**config.mk**
```make
export PLATFORM = sky130hd
export DESIGN_NAME = pda_multi_term_matcher
export DESIGN_NICKNAME = d
export VERILOG_FILES = /design/src/rtl/pda_pkg.sv /design/src/rtl/pda_sat_counter.sv /design/src/rtl/pda_multi_term_matcher.sv
export SDC_FILE = /design/constraint.sdc
export NUM_CORES = 1
export LEC_CHECK = 0
export ABC_CLOCK_PERIOD_IN_PS = 9450
export BUFFER_PORTS_ARGS = -buffer_cell sky130_fd_sc_hd__buf_2
export CORE_MARGIN = 2
export CORE_UTILIZATION = 50
export CTS_CLUSTER_DIAMETER = 50
export DETAILED_ROUTE_END_ITERATION = 16
export PLACE_DENSITY_LB_ADDON = 0.2
export SYNTH_ARGS = -nofsm -noshare
export SYNTH_HDL_FRONTEND = slang
export SYNTH_SLANG_ARGS = --single-unit
```
**constraint.sdc**
```tcl
create_clock -name clock -period 9.45 [get_ports clock]
set_clock_uncertainty 0.05 [all_clocks]
set_input_delay 1.89 -clock clock [delete_from_list [all_inputs] [get_ports clock]]
set_output_delay 1.89 -clock clock [all_outputs]
set_load 0.005 [all_outputs]
```
**src/rtl/pda_pkg.sv**
```systemverilog
// Shared types and defaults for the multi-term pushdown matcher.
package pda_pkg;

  localparam int PDA_NUM_TERMS = 3;
  localparam int PDA_CHAR_W    = 8;
  localparam int PDA_CNT_W     = 16;

  typedef enum logic [1:0] {
    PDA_ANY_EQ     = 2'd0,
    PDA_ALL_EQ     = 2'd1,
    PDA_FIRST_NEXT = 2'd2,
    PDA_FIRST_LAST = 2'd3
  } pda_mode_e;

  typedef enum logic {
    PDA_IDLE = 1'b0,
    PDA_RUN  = 1'b1
  } pda_state_e;

endpackage

```
**src/rtl/pda_sat_counter.sv**
```systemverilog
// Per-term saturating counter; load_one wins over clear, clear over inc.
// overflow pulses when an increment is attempted at full scale.
module pda_sat_counter #(
  parameter int CNT_W = 16
) (
  input  logic             clock,
  input  logic             reset,
  input  logic             clear,
  input  logic             load_one,
  input  logic             inc,
  output logic [CNT_W-1:0] count,
  output logic [CNT_W-1:0] count_next,
  output logic             overflow
);

  // Next-count selection with saturation.
  always_comb begin
    count_next = count;
    overflow   = 1'b0;
    if (load_one) begin
      count_next = CNT_W'(1);
    end else if (clear) begin
      count_next = '0;
    end else if (inc) begin
      if (count == '1) overflow = 1'b1;
      else             count_next = count + CNT_W'(1);
    end
  end

  // Count register.
  always_ff @(posedge clock) begin
    if (reset) count <= '0;
    else       count <= count_next;
  end

endmodule

```
**src/rtl/pda_multi_term_matcher.sv**
```systemverilog
// Streaming recognizer for t0^n0 ... t(N-1)^n(N-1) with per-run count
// comparison under a latched equality mode.
module pda_multi_term_matcher
  import pda_pkg::*;
#(
  parameter int NUM_TERMS = PDA_NUM_TERMS,
  parameter int CHAR_W    = PDA_CHAR_W,
  parameter int CNT_W     = PDA_CNT_W
) (
  input  logic                        clock,
  input  logic                        reset,
  input  logic                        in_valid,
  input  logic [CHAR_W-1:0]           in_char,
  input  logic                        in_last,
  input  logic [NUM_TERMS*CHAR_W-1:0] terms,
  input  logic [1:0]                  mode,
  output logic                        match_valid,
  output logic                        matched,
  output logic [CNT_W-1:0]            first_count
);

  localparam int PW = (NUM_TERMS > 1) ? $clog2(NUM_TERMS) : 1;
  localparam logic [PW-1:0] LAST_PH = PW'(NUM_TERMS - 1);

  pda_state_e       state_q, state_d;
  logic [PW-1:0]    phase_q, phase_d;
  pda_mode_e        mode_q, mode_d;
  logic             ovf_q, ovf_d;

  logic [CHAR_W-1:0] term_a [NUM_TERMS];
  logic [CNT_W-1:0]  cnt_q  [NUM_TERMS];
  logic [CNT_W-1:0]  cnt_d  [NUM_TERMS];
  logic [CNT_W-1:0]  fin    [NUM_TERMS];
  logic [NUM_TERMS-1:0] clr, ld, inc, ovf_pulse;

  logic hit_first, hit_cur, hit_nxt;
  logic start, eval_term, eval_upd, eval;
  logic fin_ovf, any_eq, all_eq, pred;

  genvar g;
  generate
    for (g = 0; g < NUM_TERMS; g++) begin : g_term
      assign term_a[g] = terms[g*CHAR_W +: CHAR_W];
      pda_sat_counter #(.CNT_W(CNT_W)) u_cnt (
        .clock      (clock),
        .reset      (reset),
        .clear      (clr[g]),
        .load_one   (ld[g]),
        .inc        (inc[g]),
        .count      (cnt_q[g]),
        .count_next (cnt_d[g]),
        .overflow   (ovf_pulse[g])
      );
    end
  endgenerate

  // Character classification against the current, next and first terms.
  always_comb begin
    hit_first = (in_char == term_a[0]);
    hit_cur   = 1'b0;
    hit_nxt   = 1'b0;
    for (int unsigned i = 0; i < NUM_TERMS; i++) begin
      if (PW'(i) == phase_q && in_char == term_a[i]) hit_cur = 1'b1;
      if (i > 0 && PW'(i - 1) == phase_q && in_char == term_a[i]) hit_nxt = 1'b1;
    end
  end

  // Next-state, counter controls and evaluation triggers.
  // A terminating char is re-examined as if in IDLE so t0 restarts in place;
  // in_last then evaluates using the post-update counts (eval_upd).
  always_comb begin
    state_d   = state_q;
    phase_d   = phase_q;
    mode_d    = mode_q;
    ovf_d     = ovf_q | (|ovf_pulse);
    clr       = '0;
    ld        = '0;
    inc       = '0;
    start     = 1'b0;
    eval_term = 1'b0;
    eval_upd  = 1'b0;
    if (in_valid) begin
      case (state_q)
        PDA_IDLE: start = hit_first;
        PDA_RUN: begin
          if (hit_cur) begin
            for (int unsigned i = 0; i < NUM_TERMS; i++)
              if (PW'(i) == phase_q) inc[i] = 1'b1;
          end else if (hit_nxt) begin
            phase_d = phase_q + 1'b1;
            for (int unsigned i = 0; i < NUM_TERMS; i++)
              if (PW'(i) == phase_d) ld[i] = 1'b1;
          end else begin
            eval_term = (phase_q == LAST_PH);
            start     = hit_first;
            state_d   = PDA_IDLE;
          end
        end
        default: state_d = PDA_IDLE;
      endcase
      if (start) begin
        state_d = PDA_RUN;
        phase_d = '0;
        mode_d  = pda_mode_e'(mode);
        ovf_d   = 1'b0;
        clr     = '1;
        ld[0]   = 1'b1;
      end
      if (in_last) begin
        eval_upd = (state_d == PDA_RUN) && (phase_d == LAST_PH);
        state_d  = PDA_IDLE;
      end
    end
  end

  assign eval = eval_term | eval_upd;

  // Mode predicate over the final counts of the run being evaluated.
  always_comb begin
    fin_ovf = eval_upd ? (ovf_q | (|ovf_pulse)) : ovf_q;
    for (int unsigned i = 0; i < NUM_TERMS; i++)
      fin[i] = eval_upd ? cnt_d[i] : cnt_q[i];
    any_eq = 1'b0;
    all_eq = 1'b1;
    for (int unsigned i = 1; i < NUM_TERMS; i++) begin
      if (fin[i] == fin[0]) any_eq = 1'b1;
      else                  all_eq = 1'b0;
    end
    case (mode_q)
      PDA_ANY_EQ:     pred = any_eq;
      PDA_ALL_EQ:     pred = all_eq;
      PDA_FIRST_NEXT: pred = (fin[1] == fin[0]);
      PDA_FIRST_LAST: pred = (fin[NUM_TERMS-1] == fin[0]);
      default:        pred = 1'b0;
    endcase
  end

  // Control state and registered result.
  always_ff @(posedge clock) begin
    if (reset) begin
      state_q     <= PDA_IDLE;
      phase_q     <= '0;
      mode_q      <= PDA_ANY_EQ;
      ovf_q       <= 1'b0;
      match_valid <= 1'b0;
      matched     <= 1'b0;
      first_count <= '0;
    end else begin
      state_q     <= state_d;
      phase_q     <= phase_d;
      mode_q      <= mode_d;
      ovf_q       <= ovf_d;
      match_valid <= eval;
      matched     <= eval & ~fin_ovf & pred;
      if (eval) first_count <= fin[0];
    end
  end

endmodule
```
==> flow_summary.toml <==
[detailed_routing]
ant_nets = 0
dr_total_vias = 5624
drc = 0
drtIter0Drc = 503
firstDrtPassIters = 6
routed_via_density = 6.35
wl_per_cell_microns = 21.1
routed_wl_mm = 18.7

[yosys]
syn_inst = 712
yosys.cell_count.top_type = "nor2_1"
yosysTopAreaCell = "dfxtp_1"
ys_ff_latch = 72
yosys-top-cells-area = "dfxtp_1 26%, xor2_1 11%, nor2_1 7.3%, xnor2_1 5.4%, nand2_1 3.5%"
syn-num-nets = 757
ys_seq_area_frac = 0.262
synth_area_sq_mm = 0.00551
synthArstFlopShare = 0
synth_flop_cell = "dfxtp_1"
yosysTopAreaCellShare = 0.262
synth_cell_types = 76
ys_warn_count = 0
synth_common_cells = "107 x nor2_1, 72 x dfxtp_1, 67 x xor2_1"
synth_edf_count = 0
syn_area_per_cell_sq_um = 7.74

[floorplanning]
die_w_microns = 109
start_util = 0.511
dieArea_sq_mm = 0.0119
fp.dieH_microns = 109
fp-row-count = 38
io_pins = 56
fp.coreArea_sq_mm = 0.0108

[sta]
fin_crit_ns = 5.89
fin_ws_ns = 3.56
hold_viol = 0
fin_hold_ws_ns = 0.447
post-route-period-util = 0.624
setup_tns_ns = 0
tightest_slew_ns = 1.03
fmax_ghz = 0.170
relSlewSlack = 0.311
rsz0062_at_grt = "no"
slew_violations = 0
setup-violations-final = 0

[status]
status = "complete, no violations"

[grt]
grt_pass1_wl_mm = 28.6
gr-total-overflow = 0
first_global_vias = 5121
grtUsageTotal = 0.321
grt_max_degree = 45
use_met1 = 0.415
gr-max-usage-layer = "met2"
use_met3 = 0.0843
antenna_found_initial = 1
grtUsageMet2 = 0.498

[clock_tree]
cts_setup_buffers = 0
cts_root_buffer = "clkbuf_8"
cts_num_sinks = 72
cts.clk_slew.worst_paths_ns = 0.09
ctsHoldBuffers = 0
cts_tree = "built"
htreeDepth = 3
ctsResizeCount = 0
clkLatencyLatePin_ns = 0.38
numCtsBuffers = 9
clockBufferDepth = 2

[layout]
n_antenna_cell = 0
finalNetCount = 785
syn2layout_area_growth_pct = 9.06
drive_above_1_share = 0.141
fin_area_sq_mm = 0.00601

[critical_path]
cp.arrival_ns = 6.16
startpoint_type = "input port"
critPathMaxFanout = 16
required_ns = 9.71
worstSetupEndpointType = "register"
worstSetupPathType = "in2reg"

[power_and_ir_drop]
power_density_mw_per_mm2 = 101
power_uw = 605
ir_worst_vdd_v = 0.0000977
p_leak_uw = 0.00220

[placed_design]
pre_cts_slack_ns = 3.27
gp_congestion = 0.992
dpl-instance-area_sq_mm = 0.00580
hpwlAfterDp_mm = 13.8
port_buffers = 55

[flow_run]
maxCapViolations = 0

[worst_hold_path]
min_path_type = "reg2reg"
## routing by layer
metal,up-vias,part of all wire
met5,-,0
met4,0,0.035
met3,52,0.097
met2,313,0.44
met1,2643,0.42
li1,2616,-
## where the power goes
part / total [uW] / internal (uW) / switching (uW)
registers: 303 / 303 / 0.0824
logic: 35.8 / 13.0 / 22.8
clock network: 266 / 130 / 136
total: 605 / 447 / 159
## cells by family (layout without fill, tap and decap cells)
logic type / Yosys count / after routing / synth area share
simple gates: 309 / 309 / 0.293
buf+inv: 57 / 90 / 0.0434
mux: 11 / 11 / 0.0202
flops: 72 / 72 / 0.262
fa+ha+maj: 7 / 7 / 0.0159
compound gates: 155 / 155 / 0.205
xor+xnor: 101 / 101 / 0.161
## area by class of cell
| cell class | count | area, sq um |
|---|---|---|
| tap | 140 | 175 |
| inverter | 16 | 60.1 |
| clock inverter | 6 | 67.6 |
| clock buffer | 10 | 138 |
| fill | 1030 | 4780 |
| multi-input combinational | 583 | 3830 |
| sequential | 72 | 1440 |
| timing repair buffer | 58 | 298 |
## sequential cells by signal, summed over array words and instances (netlist names)
name                count
g_term.u_cnt.count     48
first_count            16
mode_q                  2
phase_q                 2
match_valid             1
matched                 1
ovf_q                   1
state_q                 1
## critical path: stages
cell      delay [ns]
buf_2           0.13
xor2_1          0.19
nor4_4          0.51
nand3_2         0.34
and3_1          0.46
o32ai_4         0.41
o221ai_4        0.35
a21o_1          0.26
a21oi_1         0.45
xor2_1          0.12
or4_1           0.56
nor4_2          0.21
o21ai_1         0.11
a21oi_1         0.16
## per-stage QoR
stage,cells,util
5_1_grt,885,0.557
2_1_floorplan,712,-
4_1_cts,885,0.557
6_report,885,0.557
3_3_place_gp,869,0.538
3_5_place_dp,869,0.538
## cell usage in the layout (no fill, tap or decap), types with 5 or more instances in the layout
master	netlist	final
and4_1	8	8
o211ai_1	5	5
o21ai_1	8	8
nand3_1	31	31
and2_1	12	12
nor4_1	5	5
nand2_1	52	52
a21oi_1	28	28
nor2_1	107	107
a211oi_1	8	8
xnor2_1	34	34
inv_1	15	15
dfxtp_1	72	72
and3_1	16	16
nor3_1	20	20
buf_2	5	55
ha_1	7	7
clkbuf_8	0	10
mux2i_1	10	10
xor2_1	67	67
a311oi_1	13	13
nand2b_1	9	9
nand4_1	19	19
o21ai_0	30	30
a31oi_1	13	13
## path summary, 6_finish.rpt
check / from / to / slack, ns / cells past startpoint
worst max register to register: state_q / matched / 4.78 / 13
worst max-delay path: in_char[5] / matched / 3.56 / 14
worst min register to register: first_count[6] / first_count[6] / 0.45 / 2
worst min-delay path: first_count[6] / first_count[6] / 0.45 / 2
No activity file was read; power rests on OpenSTA's default activity.
